==> config.mk <==
export PLATFORM = sky130hd
export DESIGN_NAME = hpdcache_sram_arbiter
export DESIGN_NICKNAME = d
export VERILOG_FILES = /design/src/rtl/hpdcache_sram_arbiter.sv
export SDC_FILE = /design/constraint.sdc
export NUM_CORES = 1
export LEC_CHECK = 0
export ABC_AREA = 1
export CAP_MARGIN = 20
export CELL_PAD_IN_SITES_DETAIL_PLACEMENT = 0
export CELL_PAD_IN_SITES_GLOBAL_PLACEMENT = 2
export CORE_UTILIZATION = 21
export DETAILED_ROUTE_END_ITERATION = 8
export PLACE_DENSITY = 0.76
export SYNTH_ARGS = -nofsm -noshare
export SYNTH_HDL_FRONTEND = slang
export SYNTH_SLANG_ARGS = --single-unit
export TNS_END_PERCENT = 50
==> constraint.sdc <==
create_clock -name clk -period 4.5 [get_ports clk]
set_clock_uncertainty 0.05 [all_clocks]
set_input_delay 0.9 -clock clk [delete_from_list [all_inputs] [get_ports clk]]
set_output_delay 0.9 -clock clk [all_outputs]
set_load 0.01 [all_outputs]
==> src/rtl/hpdcache_sram_arbiter.sv <==
// -----------------------------------------------------------------------------
// hpdcache_sram_arbiter
//
// Arbitrates two requesters onto one single-port byte-enable SRAM macro.
// At most one access is granted per cycle. Read data comes back one cycle
// after the grant and is queued in a 2-entry response FIFO with
// valid/ready backpressure. After reset the whole array can be zero-filled,
// because the macro has no hardware initialisation of its own.
//
// Ports
//   clk, rst_n      clock, asynchronous active-low reset
//   req_valid_i     per-requester request valid (index 0 = higher base priority)
//   req_ready_o     per-requester grant, one-hot or zero, combinational
//   req_we_i        per-requester write (1) / read (0)
//   req_addr_i      per-requester word address
//   req_wdata_i     per-requester write data
//   req_wbe_i       per-requester write byte enables
//   rsp_valid_o     read response valid
//   rsp_ready_i     read response consumed
//   rsp_id_o        requester index that issued the read
//   rsp_rdata_o     read data
//   init_done_o     array initialised and usable
//   sram_*          macro chip select, write enable, address, data, byte enables
//   sram_rdata_i    macro read data, valid the cycle after a read select
// -----------------------------------------------------------------------------
module hpdcache_sram_arbiter #(
  parameter int unsigned ADDR_SIZE     = 6,
  parameter int unsigned DATA_SIZE     = 64,
  parameter int unsigned DEPTH         = 2**ADDR_SIZE,
  parameter int unsigned MAX_STARVE    = 4,
  parameter bit          INIT_ON_RESET = 1'b1
) (
  input  logic                                 clk,
  input  logic                                 rst_n,
  input  logic [1:0]                           req_valid_i,
  output logic [1:0]                           req_ready_o,
  input  logic [1:0]                           req_we_i,
  input  logic [1:0][ADDR_SIZE-1:0]            req_addr_i,
  input  logic [1:0][DATA_SIZE-1:0]            req_wdata_i,
  input  logic [1:0][DATA_SIZE/8-1:0]          req_wbe_i,
  output logic                                 rsp_valid_o,
  input  logic                                 rsp_ready_i,
  output logic                                 rsp_id_o,
  output logic [DATA_SIZE-1:0]                 rsp_rdata_o,
  output logic                                 init_done_o,
  output logic                                 sram_cs_o,
  output logic                                 sram_we_o,
  output logic [ADDR_SIZE-1:0]                 sram_addr_o,
  output logic [DATA_SIZE-1:0]                 sram_wdata_o,
  output logic [DATA_SIZE/8-1:0]               sram_wbe_o,
  input  logic [DATA_SIZE-1:0]                 sram_rdata_i
);

  localparam int unsigned STARVE_W = $clog2(MAX_STARVE + 1);

  typedef enum logic {
    ST_INIT,
    ST_RUN
  } state_e;

  state_e                 state;
  // init_go holds the init sequencer off until the first edge after reset
  // release, so the macro is never selected while rst_n is low.
  logic                   init_go;
  logic [ADDR_SIZE-1:0]   init_cnt;
  logic                   init_done_q;

  logic                   inflight;
  logic                   inflight_id;
  logic [STARVE_W-1:0]    starve_cnt;

  logic [DATA_SIZE-1:0]   fifo_data [2];
  logic                   fifo_id   [2];
  logic                   fifo_rd_ptr;
  logic                   fifo_wr_ptr;
  logic [1:0]             fifo_cnt;

  logic                   pop;
  logic [2:0]             pending;
  logic                   credit;
  logic [1:0]             eligible;
  logic                   starved;
  logic [1:0]             grant;
  logic                   win_id;

  // ---------------------------------------------------------------------------
  // Arbitration
  // ---------------------------------------------------------------------------
  assign rsp_valid_o = (fifo_cnt != 2'd0);
  assign rsp_id_o    = fifo_id[fifo_rd_ptr];
  assign rsp_rdata_o = fifo_data[fifo_rd_ptr];
  assign pop         = rsp_valid_o && rsp_ready_i;

  // A read may only be issued if its data is guaranteed a FIFO slot: count the
  // read still in the SRAM pipe plus queued entries, minus the one leaving now.
  // pop implies fifo_cnt >= 1, so the subtraction cannot wrap.
  assign pending  = {2'b00, inflight} + {1'b0, fifo_cnt} - {2'b00, pop};
  assign credit   = (pending < 3'd2);
  assign eligible = req_valid_i & (req_we_i | {2{credit}});
  assign starved  = (starve_cnt == STARVE_W'(MAX_STARVE));

  // NOTE: every signal assigned in an always_comb gets a default on entry, so
  // no path leaves it holding its old value and no latch is inferred.
  always_comb begin
    grant = 2'b00;
    if (state == ST_RUN) begin
      if (starved && eligible[1]) begin
        grant = 2'b10;
      end else if (eligible[0]) begin
        grant = 2'b01;
      end else if (eligible[1]) begin
        grant = 2'b10;
      end
    end
  end

  assign win_id      = grant[1];
  assign req_ready_o = grant;
  assign init_done_o = init_done_q;

  // ---------------------------------------------------------------------------
  // SRAM port mux: init sequencer owns the macro in INIT, the winner in RUN
  // ---------------------------------------------------------------------------
  always_comb begin
    sram_cs_o    = 1'b0;
    sram_we_o    = 1'b0;
    sram_addr_o  = req_addr_i[win_id];
    sram_wdata_o = req_wdata_i[win_id];
    sram_wbe_o   = req_wbe_i[win_id];
    if (state == ST_INIT) begin
      sram_cs_o    = init_go;
      sram_we_o    = init_go;
      sram_addr_o  = init_cnt;
      sram_wdata_o = '0;
      sram_wbe_o   = '1;
    end else if (grant != 2'b00) begin
      sram_cs_o = 1'b1;
      sram_we_o = req_we_i[win_id];
    end
  end

  // ---------------------------------------------------------------------------
  // Control state
  // ---------------------------------------------------------------------------
  // NOTE: sequential state is updated only with non-blocking assignments so
  // every flop samples the pre-edge values regardless of statement order.
  always_ff @(posedge clk or negedge rst_n) begin
    if (!rst_n) begin
      state       <= INIT_ON_RESET ? ST_INIT : ST_RUN;
      init_go     <= 1'b0;
      init_cnt    <= '0;
      init_done_q <= !INIT_ON_RESET;
      inflight    <= 1'b0;
      inflight_id <= 1'b0;
      starve_cnt  <= '0;
      fifo_rd_ptr <= 1'b0;
      fifo_wr_ptr <= 1'b0;
      fifo_cnt    <= 2'd0;
    end else begin
      init_go <= 1'b1;

      case (state)
        ST_INIT: begin
          if (init_go) begin
            if (init_cnt == ADDR_SIZE'(DEPTH - 1)) begin
              state       <= ST_RUN;
              init_done_q <= 1'b1;
              init_cnt    <= '0;
            end else begin
              init_cnt <= init_cnt + ADDR_SIZE'(1);
            end
          end
        end
        default: begin
          if (!req_valid_i[1] || grant[1]) begin
            starve_cnt <= '0;
          end else if (!starved) begin
            starve_cnt <= starve_cnt + STARVE_W'(1);
          end
        end
      endcase

      inflight    <= (grant != 2'b00) && !req_we_i[win_id];
      inflight_id <= win_id;

      // The read data for last cycle's grant is on sram_rdata_i now.
      if (inflight) begin
        fifo_wr_ptr <= ~fifo_wr_ptr;
      end
      if (pop) begin
        fifo_rd_ptr <= ~fifo_rd_ptr;
      end
      fifo_cnt <= fifo_cnt + {1'b0, inflight} - {1'b0, pop};
    end
  end

  // NOTE: FIFO storage has no reset; the valid count gates every read of it,
  // so clearing the pointers and count is enough to discard its contents.
  always_ff @(posedge clk) begin
    if (inflight) begin
      fifo_data[fifo_wr_ptr] <= sram_rdata_i;
      fifo_id[fifo_wr_ptr]   <= inflight_id;
    end
  end

endmodule

==> impl_metrics.tcl <==
set metrics [dict create \
    async_flop_share 0.122 \
    first_pass_iters 4 \
    io_pins 376 \
    hold_viol 0 \
    nets 1341 \
    p_leak_uw 0.00501 \
    std_cell_rows 65 \
    clk_path_buf_depth 2 \
    syn-num-nets 947 \
    gp_congestion 0.876 \
    synth.top_cell.area_share 0.576 \
    drc 0 \
    cp.required_ps 3550 \
    syn_avg_cell_area_um2 9.50 \
    dr_total_vias 6340 \
    cts_tree "built" \
    p_per_area_nw_per_um2 392 \
    cts_hold_buf 0 \
    power.total_uw 4610 \
    hold_class "reg -> reg" \
    gr-usage-all-layers 0.161 \
    cts_root_buf "clkbuf_16" \
    fin_tns_setup_ps 0 \
    ir_worst_vdd_mv 0.259 \
    first_iter_violations 250 \
    muxShareOfSynthArea 0 \
    die_h_um 182 \
    period_share 0.955 \
    design_area_um2 11800 \
    finalCriticalPeriod_ps 4300 \
    globalRoute.totalOverflow 0 \
    outcome "finished, final reports clean" \
    drv_slew 0 \
    grt_pass1_wl_um 39300 \
    synth-edff-count 130 \
    numCtsBuffers 17 \
    cts_max_level 4 \
    grt_pass1_vias 6524 \
    multiInputGateArea_um2 2260 \
    initial_utilization 0.214 \
    tightest_slew_ps 977 \
    yosysUniqueCellTypes 28 \
    start_kind "input pin" \
    wire_per_inst_um 17.4 \
    grt_max_degree 89 \
    clkTransAtPathRegs_ps 60 \
    critPathKind "in -> out" \
    slew-limit-headroom 0.349 \
    area_delta_synth_final_pct 73.5 \
    syn_area_um2 6780 \
    synth-simple-area-share 0.284 \
    synth_common_cells "nand2_1, edfxtp_1, nand3_1" \
    max-cap-violations 0 \
    max_freq_ghz 0.233 \
    reg2reg_slack_ps 1660 \
    die_w_um 182 \
    dpl_cell_area_um2 11100 \
    yosysMostFrequentCell "nand2_1" \
    fillCellCount 3182 \
    drive_gt1_frac 0.152 \
    yosys_register_bits 148 \
    core-area_um2 31600 \
    setup_viol 0 \
    synth_top_family_by_area "simple AND/OR/NAND/NOR gates" \
    crit_fanout 5 \
    synth_compound_area_frac 0.0109 \
    io_buffers 375 \
    synthAdderAreaFrac 0.0122 \
    synth_largest_area_cell "edfxtp_1" \
    clkLatencyLatePin_ps 420 \
    antennaDiodeCount 0 \
    arrival_ps 3350 \
    syn_inst 714 \
    end_kind "output port" \
    regArea_um2 4360 \
    antenna_found_initial 1 \
    yosys-top-cells-area "edfxtp_1, nand2_1, dfrtp_1" \
    clock_sinks 148 \
    yosys_warnings 0 \
    drtAntennaViolNets 0 \
    ys.flop_type "edfxtp_1" \
    seq_area_frac_synth 0.642 \
    die-area_um2 33000 \
    finalWirelength_um 26500 \
    vias_per_cell 4.17 \
    dp_hpwl_um 19600 \
    synth-xor-area-share 0.00646 \
]
==> cell usage in the layout, fill, tap and decap left out, drive strengths merged, types with 2 or more instances in the layout <==
cell type and instances:
nand2 375, clkdlybuf4s50 293, edfxtp 130, nand3 88, buf 71, clkbuf 55, inv 28, dfrtp 18
clkdlybuf4s15 10, clkinv 8, nor2 6, o211ai 5, o21ai 5, ha 5, xor2 4, nand4 3
dlygate4sd2 3, bufinv 2
==> per-stage QoR <==
step | util | instances | hold slack (ps) | setup slack [ps]
finish | 0.372 | 1521 | 395 | 203
global route | 0.372 | 1521 | 408 | -17.3
CTS | 0.377 | 1517 | 396 | -30.1
detailed placement | 0.350 | 1473 | 381 | -589
global placement | 0.350 | 1473 | 377 | -574
floorplan | - | 714 | 370 | 679
==> logic make-up after synthesis <==
group,count (synthesis)
compound gates,12
xor+xnor,5
fa+ha+maj,6
buf+inv,68
flops,148
other cells,1
simple gates,474
==> worst max-delay path: stages <==
cell and delay, ps:
clkbuf_2 80, nand2_1 70, inv_1 40, ha_1 260, inv_1 40, ha_2 160, fa_1 460, inv_1 90
nand3_2 80, nand2_2 100, nand2_2 60, nor2_4 190, nand2_8 110, clkinv_8 90, buf_12 110, buf_12 120
clkbuf_16 150, nand2_2 40, nand2_1 60, buf_2 130
==> power breakdown <==
group	internal [µW]	switching, µW
logic	832	868
clock network	803	526
registers	1550	30.4
==> area by class of cell <==
| class | instances | area share |
|---|---|---|
| inverters | 28 | 0.0100 |
| multi-input cells | 499 | 0.192 |
| clock inverters | 11 | 0.00957 |
| clock buffers | 19 | 0.0368 |
| flip-flops and latches | 148 | 0.370 |
| repair buffers | 414 | 0.338 |
| well taps | 402 | 0.0428 |
==> worst paths after layout <==
path	from	end	depth (start not counted)
max	rsp_ready_i	sram_wdata_o[31]	20
min	inflight_id	fifo_id[0]	0
max reg2reg	fifo_cnt[1]	starve_cnt[1]	19
min reg2reg	inflight_id	fifo_id[0]	0
max in group asynchronous	rst_n	state	1
min in group asynchronous	rst_n	inflight	1
==> metal layers <==
layer,vias up,GRT usage,share of wire
met5,-,0,0.00075
met2,277,0.289,0.51
met4,4,0.0593,0.023
li1,3130,-,-
met1,2899,0.169,0.38
met3,30,0.0622,0.088
==> state kept, by name, indices dropped and copies added (netlist names), 2 cells and up <==
signal      count
init_cnt        6
fifo_cnt        2
fifo_id         2
fifo_data     128
starve_cnt      3
==> repair_timing <==
item                                    CTS  global route
cloned                                    6             2
buffers inserted                          8             3
gates resized for setup                 227            89
endpoints found under the setup margin   81            80
pin swaps                                 6             7
No activity file was read; power rests on OpenSTA's default activity.
==> RTL edit, RTL diff (same flow settings) <==
Reset style: synchronous (`rst_n`), changed in one clocked block. Comments in the files are not updated.
--- a/src/rtl/hpdcache_sram_arbiter.sv
+++ b/src/rtl/hpdcache_sram_arbiter.sv
@@ -146,3 +146,3 @@
   // every flop samples the pre-edge values regardless of statement order.
-  always_ff @(posedge clk or negedge rst_n) begin
+  always_ff @(posedge clk) begin
     if (!rst_n) begin
Behaviour: differs if rst_n is asserted again (counterexample within 4 cycles, from zero or initial values and one cycle with rst_n low); with rst_n held inactive, the same outputs for 10 cycles.
==> RTL edit against the unedited design <==
Fmax fell by 3.9%. First-iteration DRC count fell by 31%. Wire length fell by 2.1%. Count of clock-buffer cells in the layout rose by 1. Global-route usage fell by 1.0 points. Register-to-register slack got worse by 260 ps. Worst setup slack got worse by 170 ps. Synthesized cell count fell by 17%. Sequential cell count rose by 1. Sequential share of layout area fell by 0.93 points. Area after synthesis rose by 0.89%. Cell area rose by 0.94%. Critical path type unchanged.
Power is not compared: it rests on default switching activity, and its combinational part moved more than twofold at a synthesized area within 25%.
==> RTL edit: results (changes against the unedited design) <==
[hold_path]
hold_class=reg2reg

[cells_and_area]
fin_cells=1429  ; -6.0%
nNetsFinal=1214  ; -9.5%
layout-drive-gt1-share_pct=15.3  ; +0.10 points

[pwr]
vdd_ir_drop_max_v=0.000231

[setup_path]
reg2reg_to=starve_cnt[1]
crit_end=sram_wdata_o[54]
rr_worst_depth=21  ; +2
arrival_ps=3520  ; +170 ps
r2r_slack_ps=1400  ; -260 ps
crit_path_max_fanout=18  ; +13
timing.rr.start=fifo_cnt[1]

[yosys]
muxShareOfSynthArea_pct=10.7  ; +11 points
synth_common_cells=nand2_1 (171), edfxtp_1 (130), nand3_1 (87)
yosysSeqAreaShare_pct=62.6  ; -1.6 points
synthXorXnorAreaFrac_pct=0.512  ; -0.13 points
ys_types=31  ; +11%
synth_compound_area_share_pct=1.57  ; +0.48 points
ys_async_sr_fraction_pct=0  ; -12 points
yosys.area_share.adder_pct=1.21  ; -0.011 points
syn_nets=826  ; -13%
synth.area.top_cells=edfxtp_1 (57%), mux2_2 (11%), nand2_1 (9.4%), nand3_1 (6.4%), dfxtp_1 (5.6%)
synthCells=593  ; -17%

[global_routing]
grt_usage_pct=15.1  ; -1.0 points
grt_max_degree=91  ; +2.2%
grt_pass1_wl_um=36400  ; -7.5%
grt_pass1_vias=5939  ; -9.0%
antenna_found_initial=0  ; -1

[place]
port_buffers=375  ; unchanged
gp_congestion=0.840  ; -4.2%
dp_hpwl_um=19500  ; -0.29%

[drt]
vias_per_cell=4.12  ; -1.2%
wl_um=26000  ; -2.1%
first_iter_violations=173  ; -31%

[timing]
worst_slew_pin_slew_ps=684  ; -292 ps

[status]
outcome=complete, no violations

==> RTL edit: cell count changes after synthesis, moves of 3 or more <==
| cell | change |
|---|---|
| mux2_2 | +65 |
| nand4_1 | -3 |
| nor2_1 | +8 |
| nand2_1 | -202 |
| nand2_2 | +4 |
| a21oi_1 | +5 |
| buf_1 | +4 |
| dfrtp_1 | -18 |
| dfxtp_1 | +19 |
| clkbuf_1 | -18 |
| nor3_1 | +4 |
| buf_6 | +7 |
==> RTL edit: final cells by class <==
cell class / instances / area [sq um]
Clock buffer: 20 / 437
Clock inverter: 12 / 106
Fill cell: 3170 / 19900
Inverter: 31 / 124
Multi-Input combinational cell: 379 / 2250
Sequential cell: 149 / 4290
Tap cell: 435 / 544
Timing Repair Buffer: 403 / 4130
==> RTL edit: where the power goes <==
| group | switching, mW | internal [mW] | leakage, nW |
|---|---|---|---|
| logic | 0.205 | 0.386 | 3.36 |
| clock network | 0.547 | 0.759 | 0.261 |
| registers | 0.0194 | 1.51 | 1.32 |
==> RTL edit: worst min-delay path by stage <==
stage                start          to  slack, ps  cells past startpoint
2_1_floorplan  inflight_id  fifo_id[0]        350                      0
3_3_place_gp   inflight_id  fifo_id[0]        370                      0
3_5_place_dp   inflight_id  fifo_id[0]        380                      0
4_1_cts        fifo_rd_ptr    register        390                      1
5_1_grt        inflight_id  fifo_id[0]        410                      0
6_report       inflight_id  fifo_id[0]        390                      0
==> RTL edit: routing by layer <==
metal	wire length, um	global-route usage [%]	part of all wire [%]
met5	0	0	0
met4	667	6.12	2.6
met3	2760	6.92	11
met2	12900	26.1	50
met1	9590	15.8	37
==> RTL edit: stage by stage <==
step / TNS, ps / setup slack, ps / cell area, sq um / util [%] / hold WS, ps
2_1_floorplan: 0 / 741 / 6840 / - / 354
3_5_place_dp: -27480 / -462 / 11200 / 35.1 / 380
5_1_grt: -233 / -122 / 11900 / 37.3 / 408
4_1_cts: -518 / -89.1 / 11700 / 36.9 / 393
6_report: 0 / 29.2 / 11900 / 37.3 / 395
3_3_place_gp: -26970 / -429 / 11200 / 35.1 / 365
==> RTL edit: worst max-delay path: stages <==
cell,delay [ps]
buf_2,100
nand2_1,50
inv_1,50
ha_1,280
inv_1,60
ha_2,160
fa_1,420
inv_1,80
nand3_2,80
nand2_2,70
nand2_2,60
nor2_4,160
nand2_8,110
inv_8,110
buf_12,160
nand2_1,60
nand2_1,70
clkdlybuf4s50_1,530
==> RTL edit: what timing repair did <==
action	CTS	global route
setup buffers	5	1
pin swaps	3	1
endpoints found under the hold margin	0	0
resized for setup	82	30
gates cloned	1	3
hold buffers	0	0
endpoints found under the setup margin	80	21
